==> config.mk <==
export PLATFORM = sky130hd
export DESIGN_NAME = serial_word_feeder
export DESIGN_NICKNAME = d
export VERILOG_FILES = /design/src/rtl/serial_word_feeder.sv
export SDC_FILE = /design/constraint.sdc
export NUM_CORES = 1
export LEC_CHECK = 0
export CAP_MARGIN = 20
export CORE_MARGIN = 2
export CORE_UTILIZATION = 30
export CTS_BUF_LIST = sky130_fd_sc_hd__clkbuf_16
export DETAILED_ROUTE_END_ITERATION = 12
export PLACE_DENSITY = 0.63
export SLEW_MARGIN = 25
export SYNTH_ARGS = -nofsm -noshare
export SYNTH_HDL_FRONTEND = slang
export SYNTH_SLANG_ARGS = --single-unit
==> constraint.sdc <==
create_clock -name clk -period 1.4 [get_ports clk]
set_input_delay 0.14 -clock clk [delete_from_list [all_inputs] [get_ports clk]]
set_output_delay 0.14 -clock clk [all_outputs]
set_load 0.05 [all_outputs]
==> src/rtl/serial_word_feeder.sv <==
// Parallel-to-serial word feeder: valid/ready word in, LSB-first bit stream out with start/last framing.
// Optional macro SER_BACK2BACK_EN lets a new word be accepted during the last bit, skipping IDLE.
module serial_word_feeder #(
  parameter int WIDTH = 8
) (
  input  logic             clk,
  input  logic             reset,
  input  logic [WIDTH-1:0] in_data,
  input  logic             in_valid,
  output logic             in_ready,
  output logic             ser_bit,
  output logic             ser_valid,
  output logic             ser_start,
  output logic             ser_last,
  output logic             busy
);

  localparam int CW = (WIDTH > 1) ? $clog2(WIDTH) : 1;
  localparam logic [CW-1:0] LAST_CNT = CW'(WIDTH - 1);

  localparam logic [1:0] IDLE  = 2'd0;
  localparam logic [1:0] START = 2'd1;
  localparam logic [1:0] SHIFT = 2'd2;

  logic [1:0]       state;
  logic [WIDTH-1:0] shreg;
  logic [CW-1:0]    bitcnt;
  logic             last;

  always_comb begin
    last      = (state == SHIFT) && (bitcnt == LAST_CNT);
`ifdef SER_BACK2BACK_EN
    in_ready  = (state == IDLE) || last;
`else
    in_ready  = (state == IDLE);
`endif
    ser_start = (state == START);
    ser_valid = (state == SHIFT);
    ser_bit   = (state == SHIFT) & shreg[0];
    ser_last  = last;
    busy      = (state != IDLE);
  end

  always_ff @(posedge clk) begin
    if (reset) begin
      state  <= IDLE;
      shreg  <= '0;
      bitcnt <= '0;
    end else begin
      case (state)
        IDLE: begin
          if (in_valid) begin
            shreg  <= in_data;
            bitcnt <= '0;
            state  <= START;
          end
        end
        START: begin
          state <= SHIFT;
        end
        SHIFT: begin
          shreg <= shreg >> 1;
          if (!last) begin
            bitcnt <= bitcnt + CW'(1);
          end else begin
            // counter cleared on the final bit so it never passes WIDTH-1
            bitcnt <= '0;
            state  <= IDLE;
`ifdef SER_BACK2BACK_EN
            if (in_valid) begin
              shreg <= in_data;
              state <= START;
            end
`endif
          end
        end
        default: begin
          state <= IDLE;
        end
      endcase
    end
  end

endmodule

==> metrics <==
# port buffers=16; met2 Resource Use GR=23.3%; # diodes=0; Setup violations, final=0; area growth from synthesis to layout=55.0%; Max clock buf depth=2; met1 usage=12.1%; full die area=2480 um^2; max-slew violations=0; largest net degree at the start of global routing=12; Post-synth EDFFs=0; Pwr Total=0.00121 W; Synth top area share=41.4%; Overflow after GRT=0; max cap viols=0; relative slew slack=76.3%; worst-path maximum fanout=3; top cell type by total area after synthesis=dfxtp_1; crit share post-route=99.5%; vias=546; drt total wl=1520 um; clk slew on worst S/H paths=0.04 ns; core region area=1960 um^2; Yosys Warn Count=0; met3 Usage GRT=3.33%; effective utilization at floorplan=32.0%; DP HPWL=993 um; io pins=17; Sink Count=13; dpl ws=0.118 ns; Most Crowded Layer GR=met2; Syn Area/Cell=10.1 um^2; Post-Syn Instances=62; outcome=complete, no violations; drc violations=0; most frequent cell after synthesis=dfxtp_1; Critical R2R Launch=bitcnt[0]; CTS tree=yes; CP endpoint kind=primary output; Slew @ Worst Pin=0.354 ns; Final Util=49.6%; CTS HTree Levels=1; Synth Register Bits=13; WS Path Type=flop to primary output; row count=16; largest cells by area after synthesis=dfxtp_1, a211oi_2, mux2i_1; clock root cell=clkbuf_16; min-delay worst type=flop to flop; final hold vios=0; DR WL/cell=13.9 um; first-pass GRT wire length=2310 um; router iterations before antenna repair=4; fmax=718 MHz; Antenna Nets Post-Route=0; Worst Skew=0.00175 ns; fin worst setup slack=0.00673 ns; Mapped Area=628 um^2; most frequent cells after synthesis=dfxtp_1, nor2_1, a21oi_1, inv_1; TritonCTS buffer count=3; PD cells=1240 nW/um^2; Via density=4.96; Synth Net Count=75; DIE HEIGHT=49.8 um; Req. time, crit path=1.26 ns; Lkg Pwr=0.390 nW; layout cells sized above 1=28.9%; dpl cell area=875 um^2; vias in the first global route=530; worst vdd ir=772 uV; CP Launch Point=bitcnt[0]; DRT iter0 DRCs=5; Post-synth top flop=dfxtp_1; Die W=49.8 um; register area share after synthesis=41.4%; Worst setup SP type=flop; Tmin final=1.39 ns; CP arrival=1.25 ns; gpl congestion=0.726; Worst Min Path Start=shreg[7]; Final #Nets=97; worst skew pair latency=0.24 ns; gr usage total=12.4%; ys async rst share=0%; post-synthesis cell type count=20; Design Area, Final=973 um^2; initial antenna violation count=0
==> critical path, stage by stage, from the launching register on <==
cell and delay, ns:
dfxtp_1 0.35, ha_1 0.18, ha_2 0.20, and2_4 0.15
buf_12 0.13
==> power breakdown <==
group | internal [W] | total (W) | switching [W] | leakage, nW
logic | 0.000130 | 0.000260 | 0.000130 | 0.240
clock network | 0.000376 | 0.000527 | 0.000151 | 0.0423
registers | 0.000401 | 0.000421 | 0.0000195 | 0.107
==> kinds of logic (layout without fill, tap and decap cells) <==
family | Yosys count | in the layout | share of synthesized area (%)
AO/OA/AOI/OAI | 17 | 17 | 25.1
adder cells (fa/ha/maj) | 2 | 2 | 3.98
buffers and inverters | 9 | 30 | 8.96
flip-flops | 13 | 13 | 41.4
multiplexers | 4 | 4 | 6.37
AND/OR/NAND/NOR | 17 | 17 | 14.1
==> final cells by class <==
type	instances	area, um^2
Inverter	5	18.8
Fill cell	195	988
Sequential cell	13	260
Tap cell	27	33.8
Multi-Input combinational cell	40	324
Timing Repair Buffer	21	258
Clock buffer	3	75.1
Clock inverter	1	3.75
==> per-stage QoR <==
step,cells,hold slack [ns],setup TNS (ns)
final,110,0.508,0
after global routing,110,0.514,-0.0377
after CTS,110,0.501,0
after detailed placement,104,0.492,0
after global placement,104,0.480,0
after floorplan,62,0.306,0
==> flip-flops by register name, indices dropped and copies added (netlist names) <==
register / flops
bitcnt: 3
shreg: 8
state: 2
==> worst paths after layout <==
check	end	slack, ns	cells after the start
setup / recovery	ser_last	0.007	4
hold / removal	shreg[7]	0.51	2
setup reg to reg	bitcnt[0]	0.18	5
hold reg to reg	shreg[7]	0.51	2
==> layout by cell type (no fill, tap or decap), types with 2 or more instances in the layout <==
master / n
clkbuf_16: 3
clkdlybuf4s50_1: 10
a21oi_1: 5
buf_4: 5
a32oi_1: 2
mux2i_1: 4
dfxtp_1: 13
buf_12: 6
a211oi_2: 4
inv_1: 6
nor2_1: 10
o221a_1: 3
==> layer usage <==
layer | wire [um] | vias to the layer above | share of wire (%)
met4 | 28 | 0 | 1.8
li1 | - | 259 | -
met2 | 823 | 11 | 54
met5 | 0 | - | 0
met1 | 625 | 274 | 41
met3 | 47 | 2 | 3.1
==> what timing repair did <==
action | 4_1_cts | 5_1_grt
setup endpoints to repair | 2 | 1
hold buffers | 0 | 0
resized for setup | 1 | 1
buffers inserted | 2 | 0
pin swaps | 0 | 0
No activity file was read; power rests on OpenSTA's default activity.
